==> config.mk <==
export PLATFORM = sky130hd
export DESIGN_NAME = display_scan_ctrl_flat
export DESIGN_NICKNAME = d
export VERILOG_FILES = /design/src/rtl/display_scan_ctrl_if.sv /design/src/rtl/display_scan_ctrl.sv /design/src/flat_wrapper.sv
export SDC_FILE = /design/constraint.sdc
export NUM_CORES = 1
export LEC_CHECK = 0
export CAP_MARGIN = 30
export CORE_ASPECT_RATIO = 1.2
export CORE_MARGIN = 5
export CORE_UTILIZATION = 52
export DETAILED_ROUTE_END_ITERATION = 10
export PLACE_DENSITY = 0.73
export SYNTH_ARGS = -nofsm -noshare
export SYNTH_HDL_FRONTEND = slang
export SYNTH_SLANG_ARGS = --single-unit
export TNS_END_PERCENT = 10
==> constraint.sdc <==
create_clock -name clk -period 3.1 [get_ports clk]
set_input_delay 0.775 -clock clk [delete_from_list [all_inputs] [get_ports clk]]
set_output_delay 0.775 -clock clk [all_outputs]
set_load 0.005 [all_outputs]
==> src/rtl/display_scan_ctrl_if.sv <==
// Update port bundle for display_scan_ctrl.
// Carries a valid/ready request that writes one of two display slots.
interface display_scan_ctrl_if;
  logic       val;
  logic       sel;
  logic [4:0] data;
  logic       rdy;

  modport master (
    output val,
    output sel,
    output data,
    input  rdy
  );

  modport slave (
    input  val,
    input  sel,
    input  data,
    output rdy
  );
endinterface

==> src/rtl/display_scan_ctrl.sv <==
// 4-digit multiplexed 7-segment scanner with frame-aligned value updates.
// Define DISPLAY_SCAN_LZS_EN to blank leading-zero tens digits.
module display_scan_ctrl #(
  parameter int PERIOD = 4
) (
  input  logic                 clk,
  input  logic                 reset,
  display_scan_ctrl_if.slave   upd,
  output logic [6:0]           seg,
  output logic [3:0]           an,
  output logic                 frame
);

  localparam int PW = $clog2(PERIOD);

  logic [PW-1:0] pc;
  logic [1:0]    d;
  logic [4:0]    act0;
  logic [4:0]    act1;
  logic [4:0]    shd0;
  logic [4:0]    shd1;
  logic [1:0]    pend;

  logic          pc_last;
  logic          boundary;
  logic          xfer0;
  logic          xfer1;
  logic [13:0]   gl0;
  logic [13:0]   gl1;

  function automatic logic [6:0] enc(input logic [3:0] v);
    logic [6:0] s;
    case (v)
      4'd0:    s = 7'b100_0000;
      4'd1:    s = 7'b111_1001;
      4'd2:    s = 7'b010_0100;
      4'd3:    s = 7'b011_0000;
      4'd4:    s = 7'b001_1001;
      4'd5:    s = 7'b001_0010;
      4'd6:    s = 7'b000_0010;
      4'd7:    s = 7'b111_1000;
      4'd8:    s = 7'b000_0000;
      4'd9:    s = 7'b001_1000;
      default: s = 7'b111_1111;
    endcase
    return s;
  endfunction

  // Binary 0..31 to {tens, ones} segment patterns.
  function automatic logic [13:0] display_gl(input logic [4:0] v);
    logic [3:0] tn;
    logic [3:0] on;
    if (v >= 5'd30) begin
      tn = 4'd3;
      on = 4'(v - 5'd30);
    end else if (v >= 5'd20) begin
      tn = 4'd2;
      on = 4'(v - 5'd20);
    end else if (v >= 5'd10) begin
      tn = 4'd1;
      on = 4'(v - 5'd10);
    end else begin
      tn = 4'd0;
      on = v[3:0];
    end
    return {enc(tn), enc(on)};
  endfunction

  assign pc_last  = (pc == PW'(PERIOD - 1));
  assign boundary = pc_last && (d == 2'd3);
  assign upd.rdy  = !pend[upd.sel];
  assign xfer0    = upd.val && upd.rdy && !upd.sel;
  assign xfer1    = upd.val && upd.rdy && upd.sel;

  always_ff @(posedge clk) begin
    if (reset) begin
      pc   <= '0;
      d    <= 2'd0;
      act0 <= 5'd0;
      act1 <= 5'd0;
      shd0 <= 5'd0;
      shd1 <= 5'd0;
      pend <= 2'b00;
    end else begin
      pc <= pc_last ? '0 : pc + 1'b1;
      if (pc_last)
        d <= d + 2'd1;
      // A request landing on the boundary bypasses the shadow.
      if (boundary) begin
        if (xfer0)
          act0 <= upd.data;
        else if (pend[0])
          act0 <= shd0;
        if (xfer1)
          act1 <= upd.data;
        else if (pend[1])
          act1 <= shd1;
        pend <= 2'b00;
      end else begin
        if (xfer0) begin
          shd0    <= upd.data;
          pend[0] <= 1'b1;
        end
        if (xfer1) begin
          shd1    <= upd.data;
          pend[1] <= 1'b1;
        end
      end
    end
  end

  assign gl0 = display_gl(act0);
  assign gl1 = display_gl(act1);

  always_comb begin
    an  = 4'b1111;
    seg = 7'b111_1111;
    unique case (d)
      2'd0: begin
        an  = 4'b1110;
        seg = gl0[6:0];
      end
      2'd1: begin
`ifdef DISPLAY_SCAN_LZS_EN
        if (act0 >= 5'd10) begin
          an  = 4'b1101;
          seg = gl0[13:7];
        end
`else
        an  = 4'b1101;
        seg = gl0[13:7];
`endif
      end
      2'd2: begin
        an  = 4'b1011;
        seg = gl1[6:0];
      end
      2'd3: begin
`ifdef DISPLAY_SCAN_LZS_EN
        if (act1 >= 5'd10) begin
          an  = 4'b0111;
          seg = gl1[13:7];
        end
`else
        an  = 4'b0111;
        seg = gl1[13:7];
`endif
      end
    endcase
  end

  assign frame = (d == 2'd0) && (pc == '0);

endmodule

==> src/flat_wrapper.sv <==
// flat-port wrapper written by rule: the top's interface ports become plain ports
module display_scan_ctrl_flat 
#(
  parameter int PERIOD = 4
)
  (clk, reset, seg, an, frame, upd_val, upd_sel, upd_data, upd_rdy);
  display_scan_ctrl_if upd_i ();
  input  logic clk;
  input  logic reset;
  output logic [6:0] seg;
  output logic [3:0] an;
  output logic frame;
  input wire logic [$bits(upd_i.val)-1:0] upd_val;
  input wire logic [$bits(upd_i.sel)-1:0] upd_sel;
  input wire logic [$bits(upd_i.data)-1:0] upd_data;
  output wire logic [$bits(upd_i.rdy)-1:0] upd_rdy;
  assign upd_i.val = upd_val;
  assign upd_i.sel = upd_sel;
  assign upd_i.data = upd_data;
  assign upd_rdy = upd_i.rdy;
  display_scan_ctrl #(.PERIOD(PERIOD)) u_core (.clk(clk), .reset(reset), .upd(upd_i), .seg(seg), .an(an), .frame(frame));
endmodule
==> results of run 1 <==
-- layer usage --
| layer | track usage, % | vias to the layer above | share of wire [%] |
|---|---|---|---|
| met5 | 0 | - | 0 |
| li1 | - | 1184 | - |
| met2 | 42.5 | 59 | 52 |
| met4 | 9.96 | 0 | 2.9 |
| met3 | 2.35 | 19 | 3.7 |
| met1 | 23.2 | 1100 | 41 |
-- power groups by stage --
stage	sequential (mW)	combinational [mW]	clock [mW]
global route	0.356	0.124	0.236
finish	0.354	0.113	0.218
detailed placement	0.363	0.115	0
floorplan	0.361	0.0615	0
global placement	0.362	0.112	0
CTS	0.354	0.111	0.221
-- sequential cells by signal, summed over array words and instances (netlist names) --
name,cells
u_core.pc,2
u_core.shd0,5
u_core.pend,2
u_core.shd1,5
u_core.act0,5
u_core.d,2
u_core.act1,5
-- worst reg2reg max path, delay by kind of cell, from the launching register on --
| family | cells | cell delay (ps) |
|---|---|---|
| AND/OR/NAND/NOR | 3 | 1000 |
| flip-flops | 1 | 460 |
| adder cells (fa/ha/maj) | 1 | 350 |
| AO/OA/AOI/OAI | 1 | 220 |
-- synth_stat cells, drive strengths merged, types with 2 or more instances --
master | number | area share [%]
clkbuf | 11 | 1.9
and3 | 2 | 0.79
a32oi | 3 | 1.2
mux2i | 8 | 3.6
a2bb2oi | 3 | 1.2
ha | 26 | 15
inv | 21 | 3.6
nor2 | 25 | 4.4
and2 | 4 | 1.1
nand3 | 16 | 3.6
nor2b | 2 | 0.91
o31ai | 5 | 2.3
a41oi | 2 | 0.79
nor3 | 6 | 1.4
nor3b | 2 | 0.68
a22oi | 3 | 1.0
dfxtp | 26 | 24
a21oi | 24 | 5.6
nand2 | 39 | 6.6
o21ai | 7 | 1.6
a211o | 2 | 0.79
nand2b | 2 | 0.57
or2 | 2 | 0.57
buf | 5 | 1.6
a21o | 5 | 1.7
or3 | 2 | 0.57
xnor2 | 4 | 1.9
o211ai | 2 | 0.91
o311ai | 2 | 0.79
a31oi | 5 | 1.7
a211oi | 10 | 3.9
-- repair_timing --
| item | 4_1_cts | 5_1_grt |
|---|---|---|
| endpoints found under the setup margin | 7 | 7 |
| pin swaps | 19 | 6 |
| gates resized for setup | 79 | 7 |
| setup buffers | 18 | 2 |
-- cell families after synthesis --
group	count (synthesis)	share of synthesized area [%]
AO/OA/AOI/OAI	79	25.9
buffers and inverters	37	7.09
flip-flops	26	23.6
multiplexers	8	3.63
AND/OR/NAND/NOR	106	23.1
adder cells (fa/ha/maj)	26	14.8
XOR/XNOR	4	1.93
-- worst paths after layout --
path,start,end,slack [ps],cells past startpoint
hold / removal,u_core.shd1[4],u_core.shd1[4],460,2
setup / recovery,u_core.act0[2],seg[4],-200,12
hold reg to reg,u_core.shd1[4],u_core.shd1[4],460,2
setup reg to reg,u_core.d[0],u_core.act0[1],970,5
-- per-stage QoR --
stage / hold WS, ps / TNS, ps
2_1_floorplan: 427 / -48.0
3_3_place_gp: 439 / -1830
3_5_place_dp: 448 / -2270
4_1_cts: 460 / -677
5_1_grt: 477 / -2000
6_report: 457 / -981
-- area by class of cell --
cell class | instances | share of cell area, %
Clock buffer | 4 | 1.67
Inverter | 21 | 2.40
Multi-Input combinational cell | 223 | 53.6
Sequential cell | 26 | 16.1
Tap cell | 56 | 2.13
Timing Repair Buffer | 99 | 24.2
==> flow_summary.yaml, run 1 <==
outcome:
  status: "finished, violations left"
  violations: "negative setup slack"
power_and_ir_drop:
  power_density_nw_per_um2: 208
  sw_frac_of_total_pct: 24.7
  intPower_mw: 0.516
  p_leak_nw: 1.41
  clock_power_share_pct: 31.8
  seqPwrFrac_pct: 51.7
  switchingPower_mw: 0.169
  comb_power_share_pct: 16.5
  power_mw: 0.685
  peakVddDrop_uv: 307
final_layout:
  antennaDiodeCount: 0
  drive_above_1_share_pct: 38.1
  mostFrequentLayoutCell: "buf_4"
  multiInputGateArea_sq_um: 1760
  layout_common_cells: "buf_4 (69), nand2_1 (38), nor2_1 (23)"
  nets: 409
  final_core_util_pct: 78.3
  area_growth_pct: 49.1
  final-seq-area_sq_um: 528
  design_area_sq_um: 3290
  final_cells: 429
  n_fill_cell: 291
synth:
  ys_types: 55
  yosys_warnings: 0
  seq_area_frac_synth_pct: 23.6
  avgSynthCellArea_sq_um: 7.71
  synth_edf_count: 0
  synth_cells: 286
  postSynth.asyncResetShare_pct: 0
  synthesis.nets: 321
  ys.flop_type: "dfxtp_1"
  syn-cell-area_sq_um: 2200
  ys_ff_latch: 26
cts:
  insertion_delay_ps: 270
  ctsHoldBuffers: 0
  clockBufferDepth: 2
  path_clk_slew_ps: 80
  cts-root-buf: "clkbuf_8"
  cts.sinks: 26
  h-tree-depth: 1
  cts_buffers: 3
  cts_tree: "built"
worst_setup_path:
  path_class: "reg2out"
  cp_slowest_stage_delay_ps: 360
  cp-end-kind: "primary output"
  path_max_fanout: 4
  cp_data_arrival_time_ps: 2520
  required_ps: 2320
  critical_path.top_delay_family: "simple AND/OR/NAND/NOR gates"
  path_cells: "inv_2 -> ha_1 -> and3b_1 -> or3_4 -> nand2_4 -> a31oi_4 -> ha_2 -> and2_4 -> o21bai_1 -> a22o_1 -> a22oi_1 -> buf_2"
  startpoint_type: "register"
  slowest_stage: "dfxtp_2"
  critPathBufInv: 2
timing:
  finalMaxSlewViolations: 0
  min_period_over_period_pct: 106
  max_freq_ghz: 0.303
  hold_violations: 0
  tightest_slew_ps: 915
  final.setup.worst_slack_ps: -196
  finalCriticalPeriod_ps: 3300
  setup_viol: 7
  skew_ps: 1.89
  max-slew-margin-rel_pct: 38.8
  rsz0062_at_grt: "yes"
detailed_routing:
  drtIter0Drc: 75
  totalWireLength_um: 6170
  drt_first_pass_iters: 4
  vias_per_cell: 5.51
  num_vias: 2362
  drc: 0
  wl_per_cell_um: 14.4
  drt.antenna.violating_nets: 0
floorplan:
  die_h_um: 81.3
  ios: 22
  die_w_um: 69.4
  start_util_pct: 52.5
  dieArea_sq_um: 5650
  core-area_sq_um: 4200
  rows: 26
place:
  placed_area_sq_um: 2850
  dp.cells: 405
  port_buffers: 21
  place_ws_ps: -372
  place.gp.congestion: 0.846
  dp_hpwl_um: 4100
grt:
  grt_max_degree: 27
  grt_pass1_vias: 2282
  grt_first_pass_wirelength_um: 10000
  gr-total-overflow: 0
  antenna_found_initial: 0
  grtUsageTotal_pct: 21.6
job:
  drv_cap: 0
min_path:
  hold_path_class: "reg2reg"
Note: power is estimated with default switching activity, not from simulation.
==> run 2, diff against run 1 <==
Settings changed: CAP_MARGIN 30 to default, GPL_TIMING_DRIVEN from default to 0.
==> run 2 against run 1 <==
The flow still finishes with violations (negative setup slack). Clock power is essentially flat. Wire length decreased by 8.5%. Highest routed layer unchanged. Die area unchanged. Worst setup slack worse by 68 ps. Final cell count is 9.1% lower. Final area down 11%. Critical path type unchanged. Clock-buffer cell count unchanged.
==> flow_summary.yaml, run 2 (same netlist as run 1, synthesis figures left out) <==
final_layout:
  n_fill_cell: 342
  multiInputGateArea_sq_um: 1730
  layout_common_cells: "nand2_1 (37), nor2_1 (24), buf_4 (24), a21oi_1 (22), dfxtp_1 (22)"
  drive_above_1_share_pct: 26.3
  nets: 370
  design_area_sq_um: 2920
  final-seq-area_sq_um: 536
  area_growth_pct: 32.5
  mostFrequentLayoutCell: "nand2_1"
  antennaDiodeCount: 0
timing:
  rsz0062_at_grt: "yes"
  finalCriticalPeriod_ps: 3360
  final.setup.worst_slack_ps: -264
  finalSetupTns_ps: -1460
  min_period_over_period_pct: 109
  hold_violations: 0
  max_freq_ghz: 0.297
  finalMaxSlewViolations: 0
  setup_viol: 7
  tightest_slew_ps: 646
  skew_ps: 2.49
  max-slew-margin-rel_pct: 56.6
outcome:
  status: "finished, violations left"
  violations: "negative setup slack"
worst_setup_path:
  path_class: "reg2out"
  rr_startpoint: "u_core.d[0]"
  cp-end-kind: "primary output"
  required_ps: 2320
  r2r_slack_ps: 1280
  crit_start: "u_core.act0[2]"
  cp_data_arrival_time_ps: 2590
  path_max_fanout: 5
  reg2reg_depth: 5
  rr_endpoint: "u_core.act0[1]"
  startpoint_type: "register"
grt:
  gr-total-overflow: 0
  grt_max_degree: 15
  grtUsageTotal_pct: 19.9
  grt_pass1_vias: 2080
  antenna_found_initial: 0
  grt_first_pass_wirelength_um: 9370
job:
  drv_cap: 0
floorplan:
  ios: 22
  die_h_um: 81.3
  start_util_pct: 52.5
  rows: 26
  die_w_um: 69.4
  dieArea_sq_um: 5650
  core-area_sq_um: 4200
min_path:
  hp-start: "u_core.pc[0]"
  hold_path_end: "u_core.pc[0]"
  hold_path_class: "reg2reg"
  whs_path_depth: 1
detailed_routing:
  totalWireLength_um: 5650
  wl_per_cell_um: 14.5
  drc: 0
  drtIter0Drc: 73
  vias_per_cell: 5.62
  num_vias: 2191
  drt_first_pass_iters: 4
  drt.antenna.violating_nets: 0
place:
  dp_hpwl_um: 3690
  port_buffers: 20
  placed_area_sq_um: 2480
  place.gp.congestion: 0.840
power_and_ir_drop:
  power_density_nw_per_um2: 232
  power_mw: 0.678
  p_leak_nw: 1.16
  peakVddDrop_uv: 338
cts:
  cts_buffers: 3
  cts.sinks: 26
  h-tree-depth: 1
  insertion_delay_ps: 270
  ctsHoldBuffers: 0
  clockBufferDepth: 2
  cts_tree: "built"
  cts-root-buf: "clkbuf_8"
  path_clk_slew_ps: 90
[run 2: cell types whose count changed in the layout (fill, tap and decap cells not counted), sizes merged]
cell	previous run	this run
clkbuf	4	14
buf	85	36
clkdlybuf4s50	14	13
clkdlybuf4s15	0	1
[run 2: area by class of cell]
cell class                 count  share of cell area [%]
buffer                        14                    2.61
clock buffer                   4                    1.88
inverter                      21                    2.70
multi-input combinational    223                    59.1
sequential                    26                    18.3
tap                           56                    2.40
timing repair buffer          46                    12.9
[run 2: stage by stage]
step | util (%) | hold WS, ps | cells | setup slack [ps]
after floorplan | - | 427 | 286 | -48.0
after global placement | 59.1 | 442 | 362 | -674
after detailed placement | 59.1 | 449 | 362 | -734
after CTS | 68.4 | 462 | 389 | -226
after global routing | 69.6 | 485 | 390 | -368
final | 69.6 | 458 | 390 | -264
[run 2: routing by layer]
layer | up-vias | share of wire, % | GRT usage [%]
li1 | 1111 | - | -
met1 | 1009 | 43 | 22.4
met2 | 55 | 50 | 37.2
met3 | 16 | 3.4 | 2.23
met4 | 0 | 3.5 | 10.4
met5 | - | 0 | 0
[run 2: critical path, stage by stage, from the launching register on]
cell	delay [ps]
dfxtp_4	360
inv_2	50
ha_1	180
and3b_2	220
or3_4	360
nand2_4	80
a31oi_4	130
ha_4	200
and2_4	130
o21bai_1	140
a22o_1	200
a22oi_1	130
buf_2	140
[run 2: what timing repair did]
item / in CTS / in global routing
resized for setup: 72 / 10
pin swaps: 22 / 7
setup endpoints to repair: 7 / 7
buffers inserted: 24 / 2
[run 2: worst max path at each step]
stage                         to  slack, ps  cells past startpoint
final                     seg[4]       -260                     12
after global routing      seg[4]       -370                     12
after CTS                 seg[4]       -230                     12
after detailed placement  seg[3]       -730                     11
after global placement    seg[0]       -670                     12
after floorplan           seg[0]        -50                     11
[run 2: power breakdown]
group	switching (mW)	leakage (nW)	internal [mW]
combinational	0.0551	0.918	0.0527
sequential	0.00926	0.215	0.343
clock	0.105	0.0288	0.114
total	0.169	1.16	0.509
